===== config.mk =====
export PLATFORM = sky130hd
export DESIGN_NAME = trace_capture
export DESIGN_NICKNAME = d
export VERILOG_FILES = /design/src/rtl/trace_capture.sv
export SDC_FILE = /design/constraint.sdc
export NUM_CORES = 2
export LEC_CHECK = 0
export ABC_AREA = 0
export CORE_ASPECT_RATIO = 0.5
export CORE_MARGIN = 2
export CORE_UTILIZATION = 50
export CTS_CLUSTER_DIAMETER = 100
export DETAILED_ROUTE_END_ITERATION = 10
export PLACE_DENSITY = 0.67
export SLEW_MARGIN = 20
export SYNTH_ARGS = -nofsm -noshare
export SYNTH_HDL_FRONTEND = slang
export SYNTH_SLANG_ARGS = --single-unit

===== constraint.sdc =====
create_clock -name clk_in -period 8.7 [get_ports clk_in]
set_clock_uncertainty 0.05 [all_clocks]
set_input_delay 1.305 -clock clk_in [delete_from_list [all_inputs] [get_ports clk_in]]
set_output_delay 1.305 -clock clk_in [all_outputs]
set_load 0.02 [all_outputs]

===== src/rtl/trace_capture.sv =====
// Retired-instruction trace capture: records are queued in a FIFO and streamed out as four 32-bit words each.
// Optional macro TRACE_WB_FILTER_EN restricts capture to instructions that write a nonzero register.

module trace_capture #(
  parameter  int DEPTH  = 16,
  parameter  int DROP_W = 16,
  localparam int AW     = $clog2(DEPTH),
  localparam int LVL_W  = AW + 1
) (
  input  logic              clk_in,
  input  logic              reset,
  input  logic              cap_en,
  input  logic [31:0]       pc,
  input  logic [31:0]       inst,
  input  logic              rf_we,
  input  logic [4:0]        rf_waddr,
  input  logic [31:0]       rf_wdata,
  output logic              m_valid,
  input  logic              m_ready,
  output logic [31:0]       m_data,
  output logic              m_last,
  output logic [LVL_W-1:0]  level,
  output logic [DROP_W-1:0] drop_cnt
);

  typedef struct packed {
    logic [31:0] pc;
    logic [31:0] inst;
    logic        rf_we;
    logic [4:0]  rf_waddr;
    logic [31:0] rf_wdata;
  } rec_t;

  typedef enum logic [2:0] {IDLE, W0, W1, W2, W3} state_t;

  localparam logic [LVL_W-1:0] FULL_LVL = LVL_W'(DEPTH);

  rec_t               mem_q [DEPTH];
  rec_t               rec_in;
  rec_t               head;
  logic [AW-1:0]      wr_ptr_q, wr_ptr_d;
  logic [AW-1:0]      rd_ptr_q, rd_ptr_d;
  logic [LVL_W-1:0]   level_q, level_d;
  logic [DROP_W-1:0]  drop_q, drop_d;
  state_t             state_q, state_d;

  logic push_req;
  logic full;
  logic pop;
  logic push_ok;
  logic drop;

  assign rec_in = '{pc: pc, inst: inst, rf_we: rf_we, rf_waddr: rf_waddr, rf_wdata: rf_wdata};

`ifdef TRACE_WB_FILTER_EN
  assign push_req = cap_en && rf_we && (rf_waddr != 5'd0);
`else
  assign push_req = cap_en;
`endif

  // A full FIFO still takes a record when the head record leaves on the same edge.
  assign full    = (level_q == FULL_LVL);
  assign pop     = (state_q == W3) && m_ready;
  assign push_ok = push_req && (!full || pop);
  assign drop    = push_req && full && !pop;

  // NOTE: every variable gets a default at the top of an always_comb, so no path can infer a latch.
  always_comb begin
    wr_ptr_d = wr_ptr_q;
    rd_ptr_d = rd_ptr_q;
    level_d  = level_q;
    drop_d   = drop_q;

    if (push_ok) begin
      wr_ptr_d = wr_ptr_q + AW'(1);
    end
    if (pop) begin
      rd_ptr_d = rd_ptr_q + AW'(1);
    end
    level_d = level_q + LVL_W'(push_ok) - LVL_W'(pop);

    if (drop && (drop_q != '1)) begin
      drop_d = drop_q + DROP_W'(1);
    end
  end

  // Serializer: each word is held until accepted; W3 acceptance retires the head record.
  always_comb begin
    state_d = state_q;
    unique case (state_q)
      IDLE: if (level_q != '0) state_d = W0;
      W0:   if (m_ready) state_d = W1;
      W1:   if (m_ready) state_d = W2;
      W2:   if (m_ready) state_d = W3;
      W3:   if (m_ready) state_d = (level_d != '0) ? W0 : IDLE;
      default: state_d = IDLE;
    endcase
  end

  // NOTE: sequential state uses non-blocking assignments so every flop samples pre-edge values.
  always_ff @(posedge clk_in or negedge reset) begin
    if (!reset) begin
      wr_ptr_q <= '0;
      rd_ptr_q <= '0;
      level_q  <= '0;
      drop_q   <= '0;
      state_q  <= IDLE;
    end else begin
      wr_ptr_q <= wr_ptr_d;
      rd_ptr_q <= rd_ptr_d;
      level_q  <= level_d;
      drop_q   <= drop_d;
      state_q  <= state_d;
    end
  end

  // NOTE: record storage has no reset; pointers and level alone decide which entries are meaningful.
  always_ff @(posedge clk_in) begin
    if (push_ok) begin
      mem_q[wr_ptr_q] <= rec_in;
    end
  end

  assign head = mem_q[rd_ptr_q];

  // Outputs depend only on registered state and stored records, never on the capture inputs.
  always_comb begin
    m_data = '0;
    unique case (state_q)
      W0:      m_data = head.pc;
      W1:      m_data = head.inst;
      W2:      m_data = {head.rf_we, 26'b0, head.rf_waddr};
      W3:      m_data = head.rf_wdata;
      default: m_data = '0;
    endcase
  end

  assign m_valid  = (state_q != IDLE);
  assign m_last   = (state_q == W3);
  assign level    = level_q;
  assign drop_cnt = drop_q;

endmodule


# After elaboration in Yosys (flattened, before gate mapping)
# Memory sizes are Yosys's and may differ from the RTL's.
# Cells that the tools add are included.
totals:
  reg_bits: 32
  ramBits: 1632
  inputBits: 106
  mem_count: 1
mem_list:
  columns: ["memory", "depth", "width", "read_ports", "rd_ports_with_merged_regs", "wr", "line_no", "text"]
  rows:
  - ["mem_q", 16, 102, 1, 0, 1, "38", "rec_t mem_q [DEPTH];"]
op_classes:
  n_addsub: 5
  eq_ne: 11
  n_mux: 10
  reduce_logical: 13
op_table:
  columns: ["operator", "n"]
  rows:
  - ["case mux 32 bit (4 select lines)", 1]
  - ["adder 16 x 1 -> 16 bit, second input constant", 1]
  - ["inequality test 16 bit, second input constant", 1]
  - ["2-to-1 mux 3 bit", 5]
  - ["case mux 3 bit (5 select lines)", 1]
  - ["inequality test 2 bit, second input constant", 5]
  - ["nonzero test 5 bit", 2]
  - ["adder 4 x 1 -> 4 bit, second input constant", 2]
  - ["== test 3 x 2 -> 1 bit, second input constant", 2]
  - ["adder 5 x 1 -> 5 bit", 1]
  - ["== test 5 bit, second input constant", 1]
  - ["logical AND 1 bit", 5]
  - ["AND reduction 5 bit", 1]
  - ["subtractor 5 x 1 -> 5 bit", 1]
  - ["== test 3 x 1 -> 1 bit, second input constant", 1]
  - ["== test 3 bit, second input constant", 1]
  - ["zero test 3 bit", 1]
  - ["2-to-1 mux 1 bit", 3]
  - ["nonzero test 3 bit", 1]
  - ["zero test 1 bit", 2]
  - ["logical OR 1 bit", 1]

# Logic depth before layout (Yosys ltp)
depth:
  word_depth: 10
  ltp_mapped: 16

# Worst setup path before layout
# OpenSTA, ideal clock, no wires.
synth_path:
  path_kind: "input port to flip-flop"
  start: "input port m_ready"
  end: "memory mem_q[10][0] in the netlist's numbering (enable)"
  arrival_time_ns: 4.760
  required_time_ns: 8.178
  setup_slack_ns: 3.418
  cell_stages: 7
  cell_sequence: "nand4bb_1 > nand3_1 > and2_1 > clkbuf_1 > inv_1 > nor3b_1 > and2_1"
synth_via:
  elab_chain_len: 5
synth_lines:
  columns: ["item", "line_no", "text"]
  rows:
  - ["start: declaration", "19", "input logic m_ready,"]
  - ["logical AND 1 bit", "63", "assign pop = (state_q == W3) && m_ready;"]
  - ["logical OR 1 bit", "64", "assign push_ok = push_req && (!full || pop);"]
  - ["logical AND 1 bit", "64", null]
  - ["2-to-1 mux 1 bit", "119", "if (push_ok) begin"]
  - ["2-to-1 mux 1 bit (implied by the code)", "120", "mem_q[wr_ptr_q] <= rec_in;"]
  - ["end: declaration", "38", null]
# No other way between the ends.

# Final worst setup path
layout_path:
  start: "register state_q[2]"
  end: "output port m_data[16]"
layout_via:
  elab_chain_len: 2
  word_cells_on_any_way: 5
layout_lines:
  columns: ["item", "line_no", "text"]
  rows:
  - ["start: declaration", "45", "state_t state_q, state_d;"]
  - ["start signal: assignment", "113", "state_q <= state_d;"]
  - ["== test 3 bit (tied with other cells)", "129", "unique case (state_q)"]
  - ["case mux 32 bit (4 select lines) *", "129", null]
  - ["end: declaration", "20", "output logic [31:0] m_data,"]
# Mark *: on every way between the ends. The rest lies on a longest branch, timed or not.

==> results.txt <==
The run finished with clean final reports. Power comes to 21.3 mW. The xor/xnor share of the synthesized area is 0.00344. CTS built an H-tree with a depth of 4. The number of warnings reported in the yosys synthesis log is 0. The DRC violation count after routing is 0. In this run the cell area of the synthesized design comes to 63,600 um2. The number of instances in the synthesized netlist came out at 2,858. The final wirelength is 148,000 um. For this block, the via count after detailed routing is 30,500. The initial core utilization came out at 0.504. The maximum clock path buffer count came out at 3.

The die boundary width is 509 um. The overall routing resource usage came out at 0.229. The dominant cell type by area after synthesis is sky130_fd_sc_hd__edfxtp_1.

The per-cell routed wire length came out at 30.3 um. By area, the combinational part of the netlist is dominated by multiplexers. Of the cells placed in the final design, the portion with a size suffix greater than 1 is 0.197. The most used flip-flop cell after synthesis is sky130_fd_sc_hd__edfxtp_1. The global-route wire length before repair is 215,000 um.

The HPWL after detailed placement is 76,100 um. The fraction of the cycle the final worst path needs is 0.712. The minimum period implied by the final worst setup slack came out at 6.20 ns. The share of synthesized registers carrying an async set or reset is 0.0192.

The initial antenna violation count came to 6. The clock-pin transition on the worst setup and hold timing paths is 0.07 ns. STA classifies the critical path startpoint as a flip-flop.

The share of cell area taken by muxes after synthesis is 0.148. In this run the core area contains 92 standard-cell rows. The worst hold slack came out at 0.451 ns. The CTS sink count came out at 1,664. The synthesized-area fraction occupied by ao, oa, aoi and oai cells came out at 0.0309. After synthesis, the cell types taking the most area are sky130_fd_sc_hd__edfxtp_1 (77%), sky130_fd_sc_hd__mux4_2 (12%), sky130_fd_sc_hd__mux2i_1 (2.6%), sky130_fd_sc_hd__a22oi_1 (1.4%), sky130_fd_sc_hd__dfrtp_1 (1.3%). Of the post-synthesis cell area, the dominant cell type holds 0.770. The critical path in this run is classified as flip-flop to output pin.

TritonCTS built the clock tree. Traced cell by cell, the critical path runs through nand4bb_1, buf_4, nor2_4, buf_4, a22oi_1, nand4_1, or2_1, clkdlybuf4s50_1. The number of buffers inserted during clock tree synthesis came out at 143.

The total overflow left after global routing is 0. The design area is 71,500 um2. The area of the core came out at 126,000 um2. Of the total synthesized cell area, the portion taken by AND, OR, NAND and NOR gates is 0.0181. The highest achievable clock rate came out at 161 MHz. The first TritonRoute pass finished after 6 iterations. The via count of the first global-routing pass is 30,400. Measured along the y axis, the die boundary spans 256 um. Entering global routing, the biggest net connects 125 pins. In this run, post-CTS hold repair placed 0 buffers. Among all cell types in the netlist, the one instantiated most often is sky130_fd_sc_hd__edfxtp_1. The post-detailed-route via-to-cell ratio came out at 6.26.

The largest individual stage delay along the critical path comes from the cell sky130_fd_sc_hd__dfrtp_1. The synthesized-area fraction occupied by adder cells came out at 0.00267. The area after detailed placement is 67,200 um2.

The number of violations reported at the end of detailed-routing iteration 0 is 3,771. The mean cell area of the mapped netlist came out at 22.3 um2. The die area came out at 130,000 um2. For this run, the register share of the synthesized area comes to 0.783. The root buffer cell chosen for the clock tree is sky130_fd_sc_hd__clkbuf_16. The worst-case IR drop observed on VDD is 0.196 mV. The final-report max-slew violation count came out at 0. The actual slew at the worst max-slew pin came out at 1.27 ns. The tool flagged a number of max-cap violations equal to 0. The synthesis-to-layout area growth came out at 12.4%. The net count after synthesis is 2,977. The remaining number of nets flagged by the antenna check after routing came out at 0. The tightest min-delay check is of the flip-flop to flip-flop type. Data arrives at the worst endpoint at 4.84 ns. Measured against its own limit, the worst slew margin works out to 0.151. The worst path required time came out at 7.34 ns. The number of enable flip-flop cells after synthesis is 1,632.

The ratio of total power to cell area is 298 nW/um2. Setup violations remaining at the end of the flow were counted as 0. The number of resized instances in the post-cts repair step came out at 0. The total of fill cells in the finished design is 9,176.

The flop and latch count out of synthesis came out at 1,664. The worst setup path is captured at an output pin. The maximum single-stage delay on the critical path came out at 0.72 ns.

Counting distinct cell types in the post-synthesis netlist gives 57. Setup repair after global routing left no endpoint under its margin. The net total in the final layout is 3,192.

The largest fanout on the critical path is 14. The placer's final routability congestion estimate is 0.776. The buffer count from post-CTS setup fixing came out at 0. Port buffering added 160 buffers. For this design the static power due to leakage is 22.3 nW.

Summed over all failing endpoints, the final setup total negative slack is 0 ns. The cell that appears most often on the critical path is sky130_fd_sc_hd__buf_4. The final hold violation count came out at 0.

The commonest cells after synthesis are sky130_fd_sc_hd__edfxtp_1 (1,632), sky130_fd_sc_hd__mux4_2 (343), sky130_fd_sc_hd__mux2i_1 (167). The I/O pin count came out at 161. The clock insertion delay at the later pin of the skew report is 0.76 ns.
power breakdown:
part	total, mW	internal, mW	switching (mW)
Clock	5.99	3.22	2.77
Sequential	9.91	9.63	0.273
Combinational	5.44	2.36	3.08
Total	21.3	15.2	6.12
logic make-up (layout without fill, tap and decap cells):
family / count (synthesis) / count (layout)
AOI/OAI and AO/OA: 276 / 276
DFF: 1664 / 1664
xor gates and xnor gates: 25 / 25
and+or+nand+nor: 202 / 202
muxes: 512 / 512
other: 0 / 3
adders and majority gates: 13 / 13
buffers and inverters: 166 / 491
critical path: cells and delay by family (launching register included):
kind,cells,cell delay (ns)
buffers and inverters,3,1.49
and+or+nand+nor,4,1.70
AOI/OAI and AO/OA,1,0.11
DFF,1,0.72
state kept, by name, summed over array words and instances (netlist names):
| signal | cells |
|---|---|
| wr_ptr_q | 4 |
| level | 5 |
| mem_q | 1632 |
| rd_ptr_q | 4 |
| drop_cnt | 16 |
| state_q | 3 |
metal layers:
layer | vias to the layer above | GRT usage | share of wire
met2 | 1389 | 0.350 | 0.47
met5 | - | 0 | 0.00027
met3 | 172 | 0.0387 | 0.082
li1 | 12600 | - | -
met4 | 6 | 0.0598 | 0.018
met1 | 16400 | 0.347 | 0.43
placed cells by master (no fill, tap or decap), types with 39 or more instances in the layout:
cell type	netlist	layout
sky130_fd_sc_hd__a221oi_1	49	49
sky130_fd_sc_hd__a22oi_1	121	121
sky130_fd_sc_hd__buf_4	12	52
sky130_fd_sc_hd__clkbuf_16	0	147
sky130_fd_sc_hd__clkdlybuf4s50_1	0	160
sky130_fd_sc_hd__clkinv_1	1	39
sky130_fd_sc_hd__edfxtp_1	1632	1632
sky130_fd_sc_hd__mux2i_1	167	167
sky130_fd_sc_hd__mux4_2	343	343
sky130_fd_sc_hd__nand4_1	43	43
path summary, 6_finish.rpt:
check	end	start	cells after the start	slack, ns
max	m_data[16]	state_q[2]	8	2.50
min in group asynchronous	drop_cnt[9]	reset	2	0.91
max in group asynchronous	rd_ptr_q[0]	reset	2	7.34
min	drop_cnt[4]	drop_cnt[4]	1	0.45
min reg2reg	drop_cnt[4]	drop_cnt[4]	1	0.45
max reg2reg	mem_q[5][42]	state_q[2]	7	4.12
through the flow:
stage | instances | utilization | worst slack, ns
final | 4878 | 0.567 | 2.50
after global routing | 4876 | 0.567 | 2.39
after CTS | 4875 | 0.567 | 2.47
after detailed placement | 4620 | 0.533 | 3.11
after global placement | 4620 | 0.533 | 3.20
after floorplan | 2858 | - | 3.42
area by class of cell:
cell class                 count  area [um2]  share of cell area
tap                         1692        2120              0.0296
clock inverter                77         482             0.00674
multi-input combinational   1028       13000               0.182
timing repair buffer         223        2210              0.0309
inverter                      13        50.0            0.000700
clock buffer                 178        3790              0.0531
antenna                        3        7.51            0.000105
sequential                  1664       49800               0.697
No activity file was read; power rests on OpenSTA's default activity.
